[src/rtl/tri_bus_arb_pkg.sv]
// Shared types and helpers for the tri_bus_arb round-robin bus arbiter.
package tri_bus_arb_pkg;

    typedef enum logic [1:0] {
        ST_IDLE,
        ST_GRANT,
        ST_DRIVE,
        ST_TURN
    } arb_state_t;

    localparam int unsigned TURN_CYCLES = 1;
    localparam int unsigned MAX_REQ     = 32;

    // Callers size-cast the result down to their own request width.
    function automatic logic [MAX_REQ-1:0] onehot(input int unsigned idx);
        return {{(MAX_REQ-1){1'b0}}, 1'b1} << idx;
    endfunction

endpackage

[src/rtl/tri_bus_arb_rr_pick.sv]
// Combinational round-robin picker: first set request bit at or above rr_ptr, wrapping.
module rr_pick
    import tri_bus_arb_pkg::*;
#(
    parameter int N_REQ = 4,
    parameter int IDX_W = $clog2(N_REQ)
) (
    input  logic [N_REQ-1:0] req,
    input  logic [IDX_W-1:0] rr_ptr,
    output logic [IDX_W-1:0] win,
    output logic             found
);

    logic [IDX_W-1:0] cand;

    always_comb begin
        // NOTE: every variable gets a default before any branch, so no latch can be inferred.
        win   = '0;
        found = 1'b0;
        cand  = '0;
        // Scan farthest-first so the nearest candidate to rr_ptr overwrites the others.
        for (int k = N_REQ - 1; k >= 0; k--) begin
            cand = IDX_W'((int'(rr_ptr) + k) % N_REQ);
            if (req[cand]) begin
                win   = cand;
                found = 1'b1;
            end
        end
    end

endmodule

[src/rtl/tri_bus_arb.sv]
// Round-robin arbiter/sequencer for a shared tri-state bus: GRANT setup, bounded DRIVE, TURN gap.
// Optional trireg-style keeper enabled by defining TRI_BUS_ARB_KEEPER_EN.
module tri_bus_arb
    import tri_bus_arb_pkg::*;
#(
    parameter int N_REQ     = 4,
    parameter int DATA_W    = 8,
    parameter int MAX_BURST = 4
) (
    input  logic              clk,
    input  logic              rst,
    input  logic [N_REQ-1:0]  req,
    input  logic [DATA_W-1:0] bus_in,
    output logic [N_REQ-1:0]  grant,
    output logic [N_REQ-1:0]  oe,
    output logic              busy,
    output logic [DATA_W-1:0] keep_val,
    output logic              keep_vld
);

    localparam int IDX_W  = $clog2(N_REQ);
    localparam int CNT_W  = $clog2(MAX_BURST + 1);
    localparam int TURN_W = $clog2(TURN_CYCLES + 1);

    arb_state_t        state, state_d;
    logic [IDX_W-1:0]  win_idx, win_d;
    logic [IDX_W-1:0]  rr_ptr, ptr_d;
    logic [CNT_W-1:0]  burst_cnt, cnt_d;
    logic [TURN_W-1:0] turn_cnt, turn_d;
    logic [N_REQ-1:0]  grant_d, oe_d;
    logic [IDX_W-1:0]  pick_win;
    logic              pick_found;

    rr_pick #(
        .N_REQ (N_REQ),
        .IDX_W (IDX_W)
    ) u_pick (
        .req    (req),
        .rr_ptr (rr_ptr),
        .win    (pick_win),
        .found  (pick_found)
    );

    always_comb begin
        state_d = state;
        win_d   = win_idx;
        ptr_d   = rr_ptr;
        cnt_d   = burst_cnt;
        turn_d  = turn_cnt;
        grant_d = grant;
        oe_d    = oe;
        unique case (state)
            ST_IDLE: begin
                if (pick_found) begin
                    state_d = ST_GRANT;
                    win_d   = pick_win;
                    grant_d = N_REQ'(onehot(32'(pick_win)));
                    cnt_d   = '0;
                end
            end
            ST_GRANT: begin
                state_d = ST_DRIVE;
                oe_d    = grant;
                cnt_d   = CNT_W'(1);
            end
            ST_DRIVE: begin
                if (!req[win_idx] || burst_cnt == CNT_W'(MAX_BURST)) begin
                    state_d = ST_TURN;
                    grant_d = '0;
                    oe_d    = '0;
                    ptr_d   = (win_idx == IDX_W'(N_REQ - 1)) ? '0 : win_idx + 1'b1;
                    turn_d  = TURN_W'(1);
                end else begin
                    cnt_d = burst_cnt + 1'b1;
                end
            end
            ST_TURN: begin
                if (turn_cnt == TURN_W'(TURN_CYCLES)) begin
                    state_d = ST_IDLE;
                end else begin
                    turn_d = turn_cnt + 1'b1;
                end
            end
            default: state_d = ST_IDLE;
        endcase
    end

    always_ff @(posedge clk or posedge rst) begin
        if (rst) begin
            state     <= ST_IDLE;
            win_idx   <= '0;
            rr_ptr    <= '0;
            burst_cnt <= '0;
            turn_cnt  <= '0;
            grant     <= '0;
            oe        <= '0;
        end else begin
            // NOTE: non-blocking assignments make every register see pre-edge values, like real flops.
            state     <= state_d;
            win_idx   <= win_d;
            rr_ptr    <= ptr_d;
            burst_cnt <= cnt_d;
            turn_cnt  <= turn_d;
            grant     <= grant_d;
            oe        <= oe_d;
        end
    end

    assign busy = (state != ST_IDLE);

`ifdef TRI_BUS_ARB_KEEPER_EN
    // Charge-hold emulation: only reset clears the kept value, never the bus floating.
    always_ff @(posedge clk or posedge rst) begin
        if (rst) begin
            keep_val <= '0;
            keep_vld <= 1'b0;
        end else if (state == ST_DRIVE) begin
            keep_val <= bus_in;
            keep_vld <= 1'b1;
        end
    end
`else
    logic unused_bus;

    assign keep_val   = '0;
    assign keep_vld   = 1'b0;
    assign unused_bus = ^bus_in;
`endif

endmodule

[config.mk]
export PLATFORM = sky130hd
export DESIGN_NAME = tri_bus_arb
export DESIGN_NICKNAME = d
export VERILOG_FILES = /design/src/rtl/tri_bus_arb_pkg.sv /design/src/rtl/tri_bus_arb_rr_pick.sv /design/src/rtl/tri_bus_arb.sv
export SDC_FILE = /design/constraint.sdc
export NUM_CORES = 1
export LEC_CHECK = 0
export ABC_AREA = 1
export ABC_CLOCK_PERIOD_IN_PS = 1600
export BUFFER_PORTS_ARGS = -buffer_cell sky130_fd_sc_hd__buf_2
export CORE_MARGIN = 4
export CORE_UTILIZATION = 50
export CTS_CLUSTER_DIAMETER = 100
export DETAILED_ROUTE_END_ITERATION = 8
export PLACE_DENSITY = 0.77
export SLEW_MARGIN = 0
export SYNTH_ARGS = -nofsm -noshare
export SYNTH_HDL_FRONTEND = slang
export SYNTH_HIERARCHICAL = 1
export SYNTH_SLANG_ARGS = --single-unit
[constraint.sdc]
create_clock -name clk -period 1.6 [get_ports clk]
set_input_delay 0.16 -clock clk [delete_from_list [all_inputs] [get_ports clk]]
set_output_delay 0.16 -clock clk [all_outputs]
set_load 0.03 [all_outputs]
Word level (Yosys, flattened, before mapping) --
Index checks and enable logic that the tools add are counted.
Storage, ports and cells: flip-flop bits (word level) 18, input bits 14, output and inout bits 18, word-level logic and storage cells 76
Cells by class: add/sub/neg operators 6, order comparisons 5, equality and inequality tests 9, shift-type cells 1, muxes and demuxes 33, reduce and logical (&&, ||, !) cells 15
Operators by type and width (number):
- 2-to-1 mux 2 bit | 8
- one-hot mux 4 bit (2 select lines) | 2
- < comparator 2 x 3 -> 1 bit (second input constant) | 5
- 2-to-1 mux 1 bit | 11
- binary-select mux 1 bit (select 2 bit) | 5
- one-hot mux 3 bit (3 select lines) | 1
- AND reduction 3 bit | 3
- 2-to-1 mux 4 bit | 2
- inequality test 2 bit (second input constant) | 4
- one-hot mux 2 bit (4 select lines) | 1
- AND reduction 2 bit | 4
- nonzero test 2 bit | 4
- equality test 2 bit (second input constant) | 3
- 2-to-1 mux 3 bit | 2
- adder 2 x 1 -> 2 bit (second input constant) | 2
- adder 2 bit (second input constant) | 2
- left shift 1 x 2 -> 4 bit (first input constant) | 1
- adder 3 x 1 -> 3 bit (second input constant) | 1
- equality test 3 bit (second input constant) | 1
- nonzero test 3 bit | 1
- equality test 2 x 1 -> 1 bit (second input constant) | 1
- logical NOT 2 bit | 1
- one-hot mux 1 bit (2 select lines) | 1
- adder 1 bit (second input constant) | 1
- 2 further kinds | 2

Longest topological paths before layout --
depth after elaboration 10, mapped depth 14, mapped depth without buffers 13

Modules after synthesis --
Netlist, hierarchy kept.
Modules (own cells, without submodules):
- tri_bus_arb | times used 1, cells each 137, area each 1099.8 um2, seq. area each 450.4 um2
- rr_pick | times used 1, cells each 44, area each 215.2 um2, seq. area each 0.0 um2

Least setup slack after synthesis --
No wires, ideal clock.
path type flip-flop to flip-flop, start point register rr_ptr[0], end point register burst_cnt[0], setup time 0.117 ns, arrival 1.385 ns, required time 1.483 ns, setup slack 0.099 ns, stages on the path, launching flop included 11, cells stage by stage dfrtp_1 -> buf_6 -> inv_4 -> nand2_2 -> and2_4 -> inv_1 -> nand3_1 -> nor2_1 -> nor2_1 -> nand3_1 -> nand2_1
Between the ends: longest elaborated chain between the ends 9, elaborated cells on any way between the ends 17, classes of those cells add/sub (3); eq/ne (1); mux (12); reduce/logical (1)
Ends and longest elaborated chain:
- from (decl) | line tri_bus_arb.sv:27 | logic [IDX_W-1:0] rr_ptr, ptr_d;
- from (signal assigned) | line tri_bus_arb.sv:101 | rr_ptr <= ptr_d;
- adder 2 bit | line tri_bus_arb_rr_pick.sv:23 | cand = IDX_W'((int'(rr_ptr) + k) % N_REQ);
- binary-select mux 1 bit (select 2 bit) | line tri_bus_arb_rr_pick.sv:24 | if (req[cand]) begin
- 2-to-1 mux 1 bit (implied by the code) | line tri_bus_arb_rr_pick.sv:24
- 2-to-1 mux 1 bit (3 in series) | line tri_bus_arb_rr_pick.sv:24
- 2-to-1 mux 1 bit (*) | line tri_bus_arb_rr_pick.sv:24
- via pick_found | line tri_bus_arb.sv:32 | logic pick_found;
- inequality test 2 bit (no line) (*)
- AND reduction 3 bit (no line) (*)
- to (signal assigned) | line tri_bus_arb.sv:102 | burst_cnt <= cnt_d;
- to (decl) | line tri_bus_arb.sv:28 | logic [CNT_W-1:0] burst_cnt, cnt_d;
Mark *: on every way through the listed nets, which the timed path passes. The rest lies on a longest branch. The select of a mux whose other input is x is not followed. A chain may end at the register's enable or synchronous reset.

Final worst setup path --
start point register rr_ptr[0], end point register state[0]
Between the ends: longest elaborated chain between the ends 9, elaborated cells on any way between the ends 17, classes of those cells add/sub (3); eq/ne (1); mux (12); reduce/logical (1)
Ends and longest elaborated chain:
- adder 2 bit | line tri_bus_arb_rr_pick.sv:23
- binary-select mux 1 bit (select 2 bit) | line tri_bus_arb_rr_pick.sv:24
- 2-to-1 mux 1 bit (implied by the code) | line tri_bus_arb_rr_pick.sv:24
- 2-to-1 mux 1 bit (3 in series) | line tri_bus_arb_rr_pick.sv:24
- 2-to-1 mux 1 bit (*) | line tri_bus_arb_rr_pick.sv:24
- via pick_found | line tri_bus_arb.sv:32
- inequality test 2 bit (no line) (*)
- AND reduction 3 bit (no line) (*)
- to (signal assigned) | line tri_bus_arb.sv:99 | state <= state_d;
- to (decl) | line tri_bus_arb.sv:25 | arb_state_t state, state_d;
Marks and branches as above.

==> impl_metrics.env <==
export IMPL_muxShareOfSynthArea_pct=0
export IMPL_layout_common_cells="51 x nand2_1, 18 x inv_1, 17 x nand3_1, 17 x dfrtp_1, 15 x nand2_2"
export IMPL_fin_crit_sh_pct=106
export IMPL_cts_inserted_buffers=3
export IMPL_status="complete, but fails checks"
export IMPL_crit_fanout=6
export IMPL_r2r_cells=11
export IMPL_worstReg2RegStart="rr_ptr[0]$_DFFE_PP0P_"
export IMPL_io_pins=32
export IMPL_fin_worst_skew_ns=0.00247
export IMPL_hp_start="req[1]"
export IMPL_cts_root_buf="clkbuf_4"
export IMPL_routedWlPerCell_um=11.7
export IMPL_rsz0062_at_grt="yes"
export IMPL_ys_ff_latch=18
export IMPL_seq_area_frac_synth_pct=34.3
export IMPL_grt_overflow=0
export IMPL_crit_required_ns=1.80
export IMPL_startpoint="rr_ptr[0]$_DFFE_PP0P_"
export IMPL_swShare_pct=51.5
export IMPL_synth_top_family_by_area="simple AND/OR/NAND/NOR gates"
export IMPL_maxCapViolCount=0
export IMPL_nNetsFinal=229
export IMPL_setup_worst_path_end_class="flip-flop"
export IMPL_num_rows=18
export IMPL_whs_path_depth=8
export IMPL_num_vias=1162
export IMPL_setup_violations_final=6
export IMPL_grt_pass1_wl_um=4640
export IMPL_initial_core_util_pct=52.6
export IMPL_drtAntennaViolNets=0
export IMPL_clockBufferDepth=2
export IMPL_syn_to_final_growth_pct=20.7
export IMPL_p_int_w=0.00162
export IMPL_syn_inst=181
export IMPL_grtUsageTotal_pct=17.5
export IMPL_cp_slowest_cell="dfrtp_2"
export IMPL_cts_sinks=18
export IMPL_clkPwrFrac_pct=8.7
export IMPL_route_detailed_drc=0
export IMPL_nFillCells=226
export IMPL_max_freq_mhz=592
export IMPL_cts_max_level=1
export IMPL_multi_input_area_um2=785
export IMPL_hold_viol=0
export IMPL_layout_commonest_cell="nand2_1"
export IMPL_critPathKind="reg2reg"
export IMPL_fin_ws_ns=-0.0898
export IMPL_clk_latency_ns=0.30
export IMPL_first_pass_iters=4
export IMPL_antenna_found_initial=0
export IMPL_grt_pass1_vias=1052
export IMPL_via_per_inst=4.90
export IMPL_grt_start_max_net_pins=19
export IMPL_die_width_um=59.3
export IMPL_slew_violations=0
export IMPL_synth_compound_area_share_pct=4.57
export IMPL_core_um2=2500
export IMPL_synth_area_um2=1320
export IMPL_port_buffers=14
export IMPL_synth_adder_area_share_pct=6.66
export IMPL_holdPathEnd="rr_ptr[1]$_DFFE_PP0P_"
export IMPL_leakage_nw=0.894
export IMPL_diodes=0
export IMPL_yosysWarnings=6
export IMPL_r2r_slack_ns=-0.09
export IMPL_synthSimpleGateAreaFrac_pct=38.2
export IMPL_drtIter0Drc=49
export IMPL_start_kind="flip-flop"
export IMPL_synth_xor_area_share_pct=0.666
export IMPL_fin_cells=237
export IMPL_post_place_ws_ns=-0.115
export IMPL_critical_path_max_stage_delay_ns=0.48
export IMPL_path_clk_slew_ns=0.11
export IMPL_drt_wl_total_um=2770
export IMPL_synth_cell_type_count=26
export IMPL_tritoncts="yes"
export IMPL_p_per_area_nw_per_um2=2110
export IMPL_final_util_pct=63.5
export IMPL_dieArea_um2=3510
export IMPL_seqCellArea_um2=452
export IMPL_tightest_slew_ns=0.711
export IMPL_finalCriticalPeriod_ns=1.69
export IMPL_place_congestion=0.820
export IMPL_p_sw_w=0.00172
export IMPL_seq_power_share_pct=23.2
export IMPL_crit_chain="buf_6 > nand2_2 > o21ai_4 > nor2_2 > nand3_2 > nor2_2 > buf_4 > a21oi_4 > buf_4 > nand3_2 > nand2_1"
export IMPL_p_comb_share_pct=68.0
export IMPL_r2r_end="state[0]$_DFFE_PP0P_"
export IMPL_min_path_type="in2reg"
export IMPL_hpwl_um=2040
export IMPL_synth_area_per_cell_um2=7.27
export IMPL_die_h_um=59.3
export IMPL_drive_gt1_share_pct=37.2
export IMPL_dpl_cell_count=228
export IMPL_slew_headroom_pct=52.5
export IMPL_arrival_ns=1.89
export IMPL_max_vdd_ir_drop_v=0.00148
export IMPL_violations="negative setup slack"
-- metal layers --
layer	up-vias	track usage (%)	part of all wire, %
li1	593	-	-
met1	538	21.7	43
met2	19	28.9	51
met3	12	2.61	2.0
met4	0	9.39	4.2
met5	-	0	0
-- what timing repair did --
item                                   CTS  global route
endpoints found under the hold margin   18             0
pin swaps                                8             9
gates resized for setup                 21            10
buffers inserted                         3             1
setup endpoints to repair                9            11
hold buffers                             1             0
-- how the worst max path moves through the flow --
stage / end
after floorplan: burst_cnt[0]$_DFFE_PP0P_
after global placement: grant[3]$_DFFE_PP0P_
after detailed placement: grant[3]$_DFFE_PP0P_
after CTS: grant[3]$_DFFE_PP0P_
after global routing: grant[2]$_DFFE_PP0P_
final: state[0]$_DFFE_PP0P_
-- metrics by stage --
step | area (um^2) | hold slack [ns] | setup TNS, ns | total power, W
after floorplan | 1350 | 0.0986 | 0 | 0.00227
after global placement | 1410 | 0.275 | -0.285 | 0.00261
after detailed placement | 1410 | 0.304 | -0.683 | 0.00271
after CTS | 1550 | 0.435 | -0.0467 | 0.00321
after global routing | 1590 | 0.483 | -0.894 | 0.00364
final | 1590 | 0.436 | -0.393 | 0.00335
-- cell type report --
| cell class | count | share of cell area, % |
|---|---|---|
| timing repair buffer | 26 | 11.0 |
| multi-input combinational | 132 | 49.4 |
| clock buffer | 4 | 2.29 |
| inverter | 27 | 6.54 |
| sequential | 18 | 28.4 |
| tap | 30 | 2.36 |
-- cell families after synthesis --
logic type,Yosys count
and+or+nand+nor,106
buffers and inverters,39
AOI/OAI and AO/OA,9
DFF,18
adders and majority gates,7
xor gates and xnor gates,1
other,1
-- flip-flops by register name, indices dropped and copies added, names as in the netlist --
name,flops
burst_cnt,3
grant,4
oe,4
rr_ptr,2
state,2
turn_cnt,1
win_idx,2
-- worst max-delay path, delay by kind of cell, from the launching register on --
| kind | cells | cell delay [ns] |
|---|---|---|
| and+or+nand+nor | 6 | 0.56 |
| DFF | 1 | 0.48 |
| buffers and inverters | 3 | 0.43 |
| AOI/OAI and AO/OA | 2 | 0.11 |
-- cell usage after synthesis --
cell	count	area share (%)
o21ai_0	4	1.5
clkbuf_8	1	1.0
a21oi_4	1	1.2
a21oi_1	1	0.38
dfrtp_1	18	34
nand3_2	2	1.5
nand2_1	57	16
inv_1	20	5.7
and2_4	1	0.67
o21ai_1	2	0.76
inv_4	1	0.48
nand3_1	23	8.8
nand3_4	1	1.3
xnor2_1	1	0.67
nor3_1	4	1.5
o21ai_2	1	0.67
or2_2	1	0.48
nand2_4	2	1.7
nor2_1	6	1.7
buf_2	1	0.38
ha_1	7	6.7
nand2_2	9	4.3
conb_1	1	0.29
buf_6	1	0.86
inv_2	6	1.7
buf_4	9	5.1
-- power by group through the flow --
stage / sequential [W] / combinational (W) / clock [W]
CTS: 0.000774 / 0.00214 / 0.000296
detailed placement: 0.000786 / 0.00192 / 0
global route: 0.000807 / 0.00251 / 0.000323
global placement: 0.000774 / 0.00183 / 0
floorplan: 0.000849 / 0.00142 / 0
finish: 0.000778 / 0.00228 / 0.000293
(Power assumes the default switching activity.)
